### src/rtl/alu_issue_pkg.sv
// Shared definitions for the ALU issue stage: control-word bit positions,
// opcode/funct encodings, the issued payload layout and the decode function.
package alu_issue_pkg;

    localparam int XLEN          = 32;
    localparam int ALU_CTRL_W    = 13;
    localparam int REG_IDX_W     = 5;

    localparam int ALU_NAND = 12;
    localparam int ALU_ADD  = 11;
    localparam int ALU_SUB  = 10;
    localparam int ALU_SLT  = 9;
    localparam int ALU_SLTU = 8;
    localparam int ALU_AND  = 7;
    localparam int ALU_NOR  = 6;
    localparam int ALU_OR   = 5;
    localparam int ALU_XOR  = 4;
    localparam int ALU_SLL  = 3;
    localparam int ALU_SRL  = 2;
    localparam int ALU_SRA  = 1;
    localparam int ALU_LUI  = 0;

    localparam logic [5:0] OP_SPECIAL = 6'h00;
    localparam logic [5:0] OP_ADDIU   = 6'h09;
    localparam logic [5:0] OP_SLTI    = 6'h0A;
    localparam logic [5:0] OP_SLTIU   = 6'h0B;
    localparam logic [5:0] OP_ANDI    = 6'h0C;
    localparam logic [5:0] OP_ORI     = 6'h0D;
    localparam logic [5:0] OP_XORI    = 6'h0E;
    localparam logic [5:0] OP_LUI     = 6'h0F;

    localparam logic [5:0] FN_SLL  = 6'h00;
    localparam logic [5:0] FN_SRL  = 6'h02;
    localparam logic [5:0] FN_SRA  = 6'h03;
    localparam logic [5:0] FN_SLLV = 6'h04;
    localparam logic [5:0] FN_SRLV = 6'h06;
    localparam logic [5:0] FN_SRAV = 6'h07;
    localparam logic [5:0] FN_ADDU = 6'h21;
    localparam logic [5:0] FN_SUBU = 6'h23;
    localparam logic [5:0] FN_AND  = 6'h24;
    localparam logic [5:0] FN_OR   = 6'h25;
    localparam logic [5:0] FN_XOR  = 6'h26;
    localparam logic [5:0] FN_NOR  = 6'h27;
    localparam logic [5:0] FN_SLT  = 6'h2A;
    localparam logic [5:0] FN_SLTU = 6'h2B;
    localparam logic [5:0] FN_NAND = 6'h3F;

    typedef struct packed {
        logic [ALU_CTRL_W-1:0] control;
        logic [XLEN-1:0]       src1;
        logic [XLEN-1:0]       src2;
        logic [REG_IDX_W-1:0]  dest;
        logic                  illegal;
    } alu_payload_t;

    localparam int PAYLOAD_W = $bits(alu_payload_t);

    typedef enum logic [1:0] {
        SKID_EMPTY = 2'd0,
        SKID_ONE   = 2'd1,
        SKID_FULL  = 2'd2
    } skid_state_t;

    // low16 carries rd/shamt/funct for R-type and imm16 for I-type.
    function automatic alu_payload_t alu_decode(
        input logic [5:0]           op,
        input logic [REG_IDX_W-1:0] rt_idx,
        input logic [15:0]          low16,
        input logic [XLEN-1:0]      rs_value,
        input logic [XLEN-1:0]      rt_value
    );
        alu_payload_t      p;
        alu_payload_t      bad;
        logic signed [15:0] imm_s;
        logic [XLEN-1:0]   imm_sext;
        logic [XLEN-1:0]   imm_zext;

        bad         = '0;
        bad.illegal = 1'b1;
        imm_s       = low16;
        imm_sext    = {{16{imm_s[15]}}, imm_s};
        imm_zext    = {16'b0, low16};

        p      = '0;
        p.src1 = rs_value;
        case (op)
            OP_SPECIAL: begin
                p.dest = low16[15:11];
                p.src2 = rt_value;
                case (low16[5:0])
                    FN_ADDU: p.control[ALU_ADD]  = 1'b1;
                    FN_SUBU: p.control[ALU_SUB]  = 1'b1;
                    FN_SLT:  p.control[ALU_SLT]  = 1'b1;
                    FN_SLTU: p.control[ALU_SLTU] = 1'b1;
                    FN_AND:  p.control[ALU_AND]  = 1'b1;
                    FN_NOR:  p.control[ALU_NOR]  = 1'b1;
                    FN_OR:   p.control[ALU_OR]   = 1'b1;
                    FN_XOR:  p.control[ALU_XOR]  = 1'b1;
                    FN_NAND: p.control[ALU_NAND] = 1'b1;
                    FN_SLL: begin
                        p.control[ALU_SLL] = 1'b1;
                        p.src1 = {27'b0, low16[10:6]};
                    end
                    FN_SRL: begin
                        p.control[ALU_SRL] = 1'b1;
                        p.src1 = {27'b0, low16[10:6]};
                    end
                    FN_SRA: begin
                        p.control[ALU_SRA] = 1'b1;
                        p.src1 = {27'b0, low16[10:6]};
                    end
                    FN_SLLV: p.control[ALU_SLL] = 1'b1;
                    FN_SRLV: p.control[ALU_SRL] = 1'b1;
                    FN_SRAV: p.control[ALU_SRA] = 1'b1;
                    default: p = bad;
                endcase
            end
            OP_ADDIU: begin p.control[ALU_ADD]  = 1'b1; p.src2 = imm_sext; p.dest = rt_idx; end
            OP_SLTI:  begin p.control[ALU_SLT]  = 1'b1; p.src2 = imm_sext; p.dest = rt_idx; end
            OP_SLTIU: begin p.control[ALU_SLTU] = 1'b1; p.src2 = imm_sext; p.dest = rt_idx; end
            OP_ANDI:  begin p.control[ALU_AND]  = 1'b1; p.src2 = imm_zext; p.dest = rt_idx; end
            OP_ORI:   begin p.control[ALU_OR]   = 1'b1; p.src2 = imm_zext; p.dest = rt_idx; end
            OP_XORI:  begin p.control[ALU_XOR]  = 1'b1; p.src2 = imm_zext; p.dest = rt_idx; end
            OP_LUI:   begin p.control[ALU_LUI]  = 1'b1; p.src2 = imm_zext; p.dest = rt_idx; end
            default:  p = bad;
        endcase
        return p;
    endfunction

endpackage

### src/rtl/alu_issue_skid.sv
// Two-entry skid buffer: main entry drives the outputs, skid entry absorbs the
// one extra beat that arrives before the registered in_ready can fall.
module alu_issue_skid
    import alu_issue_pkg::*;
#(
    parameter int DATA_W = 83
) (
    input  logic              clk,
    input  logic              rst,
    input  logic              flush,
    input  logic              in_valid,
    output logic              in_ready,
    input  logic [DATA_W-1:0] in_data,
    output logic              out_valid,
    input  logic              out_ready,
    output logic [DATA_W-1:0] out_data
);

    skid_state_t       state;
    logic [DATA_W-1:0] main_p0;
    logic [DATA_W-1:0] skid_p1;
    logic              accept;
    logic              consume;

    assign accept   = in_valid & in_ready;
    assign consume  = out_valid & out_ready;
    assign out_data = main_p0;

    always_ff @(posedge clk) begin
        if (rst) begin
            state     <= SKID_EMPTY;
            in_ready  <= 1'b1;
            out_valid <= 1'b0;
            main_p0   <= '0;
            skid_p1   <= '0;
        end else if (flush) begin
            state     <= SKID_EMPTY;
            in_ready  <= 1'b1;
            out_valid <= 1'b0;
        end else begin
            case (state)
                SKID_EMPTY: begin
                    if (accept) begin
                        main_p0   <= in_data;
                        out_valid <= 1'b1;
                        state     <= SKID_ONE;
                    end
                end
                SKID_ONE: begin
                    if (accept && !consume) begin
                        skid_p1  <= in_data;
                        in_ready <= 1'b0;
                        state    <= SKID_FULL;
                    end else if (accept && consume) begin
                        main_p0 <= in_data;
                    end else if (consume) begin
                        out_valid <= 1'b0;
                        state     <= SKID_EMPTY;
                    end
                end
                SKID_FULL: begin
                    if (consume) begin
                        main_p0  <= skid_p1;
                        in_ready <= 1'b1;
                        state    <= SKID_ONE;
                    end
                end
                default: begin
                    state     <= SKID_EMPTY;
                    in_ready  <= 1'b1;
                    out_valid <= 1'b0;
                end
            endcase
        end
    end

endmodule

### src/rtl/alu_issue.sv
// Issue stage: decodes one instruction per cycle into ALU control and operands
// and registers the result behind a valid/ready skid buffer.
module alu_issue
    import alu_issue_pkg::*;
(
    input  logic                  clk,
    input  logic                  rst,
    input  logic                  flush,
    input  logic                  in_valid,
    output logic                  in_ready,
    input  logic [XLEN-1:0]       in_inst,
    input  logic [XLEN-1:0]       in_rs_value,
    input  logic [XLEN-1:0]       in_rt_value,
    output logic                  out_valid,
    input  logic                  out_ready,
    output logic [ALU_CTRL_W-1:0] out_alu_control,
    output logic [XLEN-1:0]       out_alu_src1,
    output logic [XLEN-1:0]       out_alu_src2,
    output logic [REG_IDX_W-1:0]  out_dest,
    output logic                  out_illegal
);

    alu_payload_t dec_p0;
    alu_payload_t issued_p1;
    logic         unused_rs_idx;

    // The rs index is not needed: its value already arrives on in_rs_value.
    assign unused_rs_idx = ^in_inst[25:21];

    always_comb begin
        dec_p0 = alu_decode(in_inst[31:26], in_inst[20:16], in_inst[15:0],
                            in_rs_value, in_rt_value);
    end

    alu_issue_skid #(
        .DATA_W (PAYLOAD_W)
    ) u_skid (
        .clk       (clk),
        .rst       (rst),
        .flush     (flush),
        .in_valid  (in_valid),
        .in_ready  (in_ready),
        .in_data   (dec_p0),
        .out_valid (out_valid),
        .out_ready (out_ready),
        .out_data  (issued_p1)
    );

    assign out_alu_control = issued_p1.control;
    assign out_alu_src1    = issued_p1.src1;
    assign out_alu_src2    = issued_p1.src2;
    assign out_dest        = issued_p1.dest;
    assign out_illegal     = issued_p1.illegal;

endmodule

### config.mk
export PLATFORM = sky130hd
export DESIGN_NAME = alu_issue
export DESIGN_NICKNAME = d
export VERILOG_FILES = /design/src/rtl/alu_issue_pkg.sv /design/src/rtl/alu_issue_skid.sv /design/src/rtl/alu_issue.sv
export SDC_FILE = /design/constraint.sdc
export NUM_CORES = 1
export LEC_CHECK = 0
export BUFFER_PORTS_ARGS = -buffer_cell sky130_fd_sc_hd__buf_4
export CAP_MARGIN = 5
export CORE_MARGIN = 1.5
export CORE_UTILIZATION = 35
export CTS_CLUSTER_DIAMETER = 120
export DETAILED_ROUTE_END_ITERATION = 10
export PLACE_DENSITY = 0.58
export SKIP_LAST_GASP = 1
export SYNTH_ARGS = -nofsm -noshare
export SYNTH_HDL_FRONTEND = slang
export SYNTH_SLANG_ARGS = --single-unit
export TNS_END_PERCENT = 50
### constraint.sdc
create_clock -name clk -period 3.2 [get_ports clk]
set_clock_uncertainty 0.1 [all_clocks]
set_input_delay 0.48 -clock clk [delete_from_list [all_inputs] [get_ports clk]]
set_output_delay 0.48 -clock clk [all_outputs]
set_load 0.02 [all_outputs]
==> metrics.md, run 1 <==
| Metric | Value |
|---|---|
| Synth area leaders | dfxtp_1, a211oi_1, nor2_1 |
| Yosys top cell by area | dfxtp_1 |
| Sequential element share of the synthesized area | 44.6% |
| Worst Path Required | 3380 ps |
| TNS Setup | 0 ps |
| Crit Path Max Fanout | 33 |
| Core area | 21200 sq um |
| NumNets Final | 1157 |
| Pwr per Cell Area | 497 nW/um^2 |
| Buffers on Ports | 180 |
| Count leader, synth | dfxtp_1 |
| Mapped Cells | 931 |
| Vias per cell | 5.60 |
| # IOs | 186 |
| Crit path max-delay cell type | a2bb2oi_2 |
| CTS tree | built |
| HP Class | in -> reg |
| Layout area overhead | 28.6% |
| H-tree lvl count | 4 |
| Gate power share | 12.2% |
| Status | finished clean |
| Synth Flop Type | dfxtp_1 |
| Mapped Area | 7630 sq um |
| Die Span Y | 151 um |
| Sw Share | 28.8% |
| Detailed Route Iter0 Violations | 555 |
| Pins Over Slew Limit | 0 |
| Sequential power share | 45.4% |
| Synth Register Bits | 170 |
| Worst VDD drop | 0.332 mV |
| Diodes inserted | 0 |
| FMAX | 362 MHz |
| Drt drc | 0 |
| Synthesized area per cell | 8.20 sq um |
| Final hold vios | 0 |
| Placer congestion estimate | 0.801 |
| Worst slew pin tran | 1220 ps |
| Dpl hpwl | 15100 um |
| CP endpoint kind | register |
| GRT Resource Usage Total | 21.3% |
| Skew-Pair Late Insertion Delay | 430 ps |
| CTS Buf Count | 17 |
| Int Pwr | 0.00347 W |
| CTS clk-pin slew, worst paths | 70 ps |
| Rows | 53 |
| CTS resizes | 0 |
| Element type at the critical path start | register |
| Post-CTS setup buffers | 0 |
| WP data arrival | 2940 ps |
| WS Path Type | reg -> reg |
| Area fraction of the dominant cell type after synthesis | 44.6% |
| Cell variety after synth | 52 |
| P_sw | 0.00141 W |
| Layout cells sized above 1 | 23.4% |
| Top delay family on crit path | compound AO/OA/AOI/OAI gates |
| Pre-CTS WS | 330 ps |
| CP max stage delay | 930 ps |
| First-pass GRT wire length | 38100 um |
| Static leakage | 3.71 nW |
| Post-CTS Hold Fix Bufs | 0 |
| # clock sinks | 170 |
| Worst setup margin | 441 ps |
| First-pass DRT Iterations | 5 |
| Max-Cap Viols | 0 |
| Period utilisation layout | 86.2% |
| Yosys Warn Count | 0 |
| RSZ-0062 raised after global routing | no |
| Maximum clock path buffer count | 2 |
| Final setup viols | 0 |
| Clock power frac | 42.5% |
| Via Count | 7531 |
| Post-synth EDFFs | 0 |
| Min cycle time layout | 2760 ps |
| Initial Util | 36.0% |
| Total Wirelength | 24000 um |
| Total die area | 22700 sq um |
| Largest net degree at the start of global routing | 166 |
| Die Width | 151 um |
| Root Driver | clkbuf_16 |
| Post-synth ARST share | 0% |
| Routed Antenna Nets | 0 |
| Relative slew slack | 18.8% |
| Initial antenna violation count | 0 |
| Total gr overflow | 0 |
| Crit-path cells | a21bo_2, a2bb2oi_2, nor2_4, buf_12, nor2_1, a211oi_1 |
| Post-Syn Nets | 1032 |
| Post-synth top cells | dfxtp_1, nor2_1, a21oi_1 |
| Buf/Inv on CP | 1 |
| WL/cell | 17.9 um |
| Vias in the first global route | 7009 |
==> worst paths after layout <==
kind	from	end	slack [ps]	cells past startpoint
hold / removal	in_rs_value[2]	u_skid.out_data[40]$_SDFFE_PP0P_	190	2
setup / recovery	u_skid.state[0]$_SDFFE_PP0P_	u_skid.out_data[52]$_SDFFE_PP0P_	440	6
hold reg to reg	u_skid.out_data[74]$_SDFFE_PP0P_	u_skid.out_data[74]$_SDFFE_PP0P_	350	2
setup reg to reg	u_skid.state[0]$_SDFFE_PP0P_	u_skid.out_data[52]$_SDFFE_PP0P_	440	6
==> state kept, by name, indices dropped and copies added, names as in the netlist <==
signal / count
u_skid.in_ready: 1
u_skid.out_data: 83
u_skid.state: 2
u_skid.out_valid: 1
u_skid.skid_p1: 83
==> worst register-to-register path: stages, from the launching register on <==
cell	delay, ps
dfxtp_1	470
a21bo_2	340
a2bb2oi_2	930
nor2_4	310
buf_12	290
nor2_1	140
a211oi_1	50
==> routing by layer <==
metal	vias up	global-route usage [%]	part of all wire, %
li1	3714	-	-
met1	3572	29.4	46
met2	228	33.8	48
met3	17	3.55	5.5
met4	0	6.31	1.1
met5	-	0	0
==> area by class of cell <==
cell class	instances	area, sq um
sequential	170	3400
clock inverter	15	173
fill	2175	11400
tap	275	344
clock buffer	17	425
inverter	3	11.3
timing repair buffer	201	1580
multi-input combinational	663	3880
==> placed cells by master, fill, tap and decap left out, drive strengths merged, types with 2 or more instances in the layout <==
cell	n
a2111oi	16
a211o	3
a211oi	74
a21oi	90
a221o	15
a311o	16
a32oi	21
a41o	5
and2	4
and3	27
buf	201
clkbuf	17
clkinv	5
dfxtp	170
inv	12
nand2	64
nand2b	9
nand3	77
nand3b	5
nand4	8
nor2	145
nor3	20
nor3b	2
nor4	8
o211ai	3
o21ai	23
o221ai	2
o32ai	5
o41ai	3
or3	4
==> power groups by stage <==
stage	Sequential, W	Clock, W	Combinational (W)
2_1_floorplan	0.00232	0	0.000252
3_3_place_gp	0.00226	0	0.000592
3_5_place_dp	0.00226	0	0.000595
4_1_cts	0.00221	0.00213	0.000597
5_1_grt	0.00222	0.00222	0.000648
6_report	0.00221	0.00207	0.000594
==> cell families after synthesis <==
group | count (synthesis) | synth area share [%]
buffers and inverters | 98 | 5.29
xor gates and xnor gates | 1 | 0.115
DFF | 170 | 44.6
and+or+nand+nor | 377 | 23.3
AOI/OAI and AO/OA | 285 | 26.7
==> stage by stage <==
step           area, sq um  power [W]  hold WS (ps)  utilization (%)  cells
2_1_floorplan         7630    0.00257           332                -    931
3_3_place_gp          9220    0.00286           338             43.4   1312
3_5_place_dp          9220    0.00286           344             43.4   1312
4_1_cts               9820    0.00494           172             46.3   1344
5_1_grt               9820    0.00509           179             46.3   1344
6_report              9820    0.00488           190             46.3   1344
Note: power is estimated with default switching activity, not from simulation.
==> run 2: changes to the inputs <==
CAP_MARGIN = 10   (was 5)
CORE_ASPECT_RATIO = 1.75   (was not set)
==> run 2 against run 1 <==
- cell area fell by 0.34%
- sequential cell count unchanged
- register-to-register slack gained 300 ps
- first-iteration DRC count is 7.0% higher
- final cell count grew 1.4%
- worst setup slack gained 300 ps
==> metrics.md, run 2 (same netlist as run 1, synthesis figures left out) <==
| Metric | Value |
|---|---|
| Placed cells | 1331 (+1.4%) |
| Total gr overflow | 0 (unchanged) |
| Drt drc | 0 (unchanged) |
| Sw Share | 27.6% (-1.2 points) |
| WS Path Type | reg -> reg |
| Vias per cell | 5.64 (+0.69%) |
| Critical Path End | u_skid.skid_p1[26]$_SDFFE_PP0P_ |
| Buf/Inv on CP | 1 (unchanged) |
| Largest net degree at the start of global routing | 91 (-45%) |
| Layout area overhead | 28.2% |
| Routed Antenna Nets | 0 (unchanged) |
| Die Width | 115 um (-24%) |
| FMAX | 407 MHz (+12%) |
| Total die area | 22700 sq um (+0.15%) |
| Pins Over Slew Limit | 0 (unchanged) |
| Diodes inserted | 0 (unchanged) |
| FF+latch area | 3400 sq um (unchanged) |
| Area of the multi-input gates | 3880 sq um (+0.13%) |
| Crit path max-delay cell type | or3_2 |
| NumNets Final | 1159 (+0.17%) |
| Rows | 71 (+34%) |
| Worst Path Required | 3380 ps (about the same) |
| Clock power frac | 40.6% (-1.9 points) |
| Crit Path Max Fanout | 31 (-6.1%) |
| Period utilisation layout | 76.8% (-9.5 points) |
| Int Pwr | 0.00343 W (-1.2%) |
| CP max stage delay | 800 ps (-130 ps) |
| Root Driver | clkbuf_16 |
| First-pass GRT wire length | 39400 um (+3.4%) |
| Hold Slack | 181 ps (-8.03 ps) |
| First-pass DRT Iterations | 5 (unchanged) |
| WL/cell | 18.2 um (+1.7%) |
| Placer congestion estimate | 0.843 (+5.2%) |
| Fillers | 2199 (+1.1%) |
| Worst setup margin | 744 ps (+303 ps) |
| CTS resizes | 0 (unchanged) |
| R2R Setup Slk | 740 ps (+300 ps) |
| Sequential power share | 46.8% (+1.4 points) |
| RSZ-0062 raised after global routing | no |
| Cell Count, Final, Fillers Out | 1363 (+1.4%) |
| CP endpoint kind | register |
| Max-Cap Viols | 0 (unchanged) |
| Static leakage | 3.69 nW (-0.53%) |
| Final hold vios | 0 (unchanged) |
| Post-CTS setup buffers | 0 (unchanged) |
| CTS Buf Count | 17 (unchanged) |
| Die Span Y | 198 um (+32%) |
| Critical path depth | 5 (-1) |
| Post-CTS Hold Fix Bufs | 0 (unchanged) |
| Detailed Route Iter0 Violations | 594 (+7.0%) |
| Via Count | 7690 (+2.1%) |
| Worst slew pin tran | 1080 ps (-136 ps) |
| Dpl hpwl | 16000 um (+6.4%) |
| Vias in the first global route | 7276 (+3.8%) |
| # clock sinks | 170 (unchanged) |
| CTS clk-pin slew, worst paths | 60 ps (about the same) |
| Pwr per Cell Area | 485 nW/um^2 (-2.6%) |
| Gate power share | 12.7% (+0.5 points) |
| Initial antenna violation count | 0 (unchanged) |
| FF-to-FF path depth | 5 (-1) |
| CTS tree | built |
| Skew-Pair Late Insertion Delay | 440 ps (about the same) |
| Critical R2R Capture | u_skid.skid_p1[26]$_SDFFE_PP0P_ |
| Relative slew slack | 27.8% (+9.1 points) |
| HP Class | in -> reg |
| Start point of the critical path | u_skid.state[0]$_SDFFE_PP0P_ |
| Commonest non-fill, non-tap cells in the layout | buf_4, dfxtp_1, nor2_1 |
| Maximum clock path buffer count | 2 (unchanged) |
| Initial Util | 35.7% (-0.32 points) |
| Worst reg2reg startpoint | u_skid.state[0]$_SDFFE_PP0P_ |
| Min cycle time layout | 2460 ps (-303 ps) |
| Layout cells sized above 1 | 23.6% (+0.24 points) |
| P_sw | 0.00131 W (-7.0%) |
| # IOs | 186 (unchanged) |
| Design Power | 0.00474 W (-2.9%) |
| TNS Setup | 0 ps (unchanged) |
| Final setup viols | 0 (unchanged) |
| Core area | 21400 sq um (+0.89%) |
| Buffers on Ports | 180 (unchanged) |
| Pre-CTS WS | 509 ps (+179 ps) |
| Top delay family on crit path | simple AND/OR/NAND/NOR gates |
| H-tree lvl count | 4 (unchanged) |
| Status | finished clean |
| Leading cell type in the layout, fill and taps excluded | buf_4 |
| WP data arrival | 2630 ps (-310 ps) |
| Total Wirelength | 24800 um (+3.1%) |
| Element type at the critical path start | register |
| Crit-path cells | a21bo_2, or3_2, nor2_1, buf_4, a211oi_1 |
| GRT Resource Usage Total | 22.1% (+0.80 points) |
| Worst VDD drop | 0.263 mV (-21%) |
| Worst Hold Depth | 2 (unchanged) |
==> run 2: changes by cell type in the layout (fill, tap and decap cells not counted), moves of 3 or more <==
cell / delta
buf_4: +3
clkinv_2: +5
inv_8: -5
clkinv_8: -3
==> run 2: how the worst min path moves through the flow <==
stage / start / endpoint / slack [ps]
final: in_rs_value[2] / u_skid.out_data[40]$_SDFFE_PP0P_ / 180
after global routing: in_rs_value[2] / u_skid.out_data[40]$_SDFFE_PP0P_ / 160
after CTS: in_rs_value[2] / u_skid.out_data[40]$_SDFFE_PP0P_ / 160
after detailed placement: u_skid.skid_p1[62]$_SDFFE_PP0P_ / u_skid.skid_p1[62]$_SDFFE_PP0P_ / 340
after global placement: u_skid.skid_p1[58]$_SDFFE_PP0P_ / u_skid.skid_p1[58]$_SDFFE_PP0P_ / 340
after floorplan: u_skid.skid_p1[43]$_SDFFE_PP0P_ / u_skid.skid_p1[43]$_SDFFE_PP0P_ / 330
==> run 2: cell type report <==
| type | instances | share of cell area [%] |
|---|---|---|
| clock buffers | 19 | 4.53 |
| clock inverters | 13 | 0.946 |
| flip-flops and latches | 170 | 34.8 |
| well taps | 292 | 3.73 |
| repair buffers | 203 | 16.2 |
| inverters | 3 | 0.115 |
| multi-input cells | 663 | 39.7 |
==> run 2: worst reg2reg max path, delay by kind of cell, from the launching register on <==
family          cells  cell delay, ps
flops               1             460
buf+inv             1             250
compound gates      2             460
simple gates        2            1020
==> run 2: through the flow <==
step                      cell area [sq um]  utilization, %
final                                  9780            45.7
after global routing                   9780            45.7
after CTS                              9780            45.7
after detailed placement               9250            43.2
after global placement                 9250            43.2
after floorplan                        7630               -
==> run 2: per-layer routing <==
layer	up-vias	GRT usage, %	routed length (um)	share of wire (%)
li1	3716	-	-	-
met3	41	5.75	1600	6.5
met4	0	8.66	622	2.5
met5	-	0	0	0
met2	241	37.7	12600	51
met1	3692	26.1	9980	40
==> run 2: power groups by stage <==
stage               clock network, W  logic (W)  registers [W]
floorplan                          0   0.000252        0.00232
global placement                   0   0.000600        0.00227
detailed placement                 0   0.000602        0.00227
CTS                          0.00197   0.000603        0.00222
global route                 0.00205   0.000653        0.00223
finish                       0.00192   0.000600        0.00222
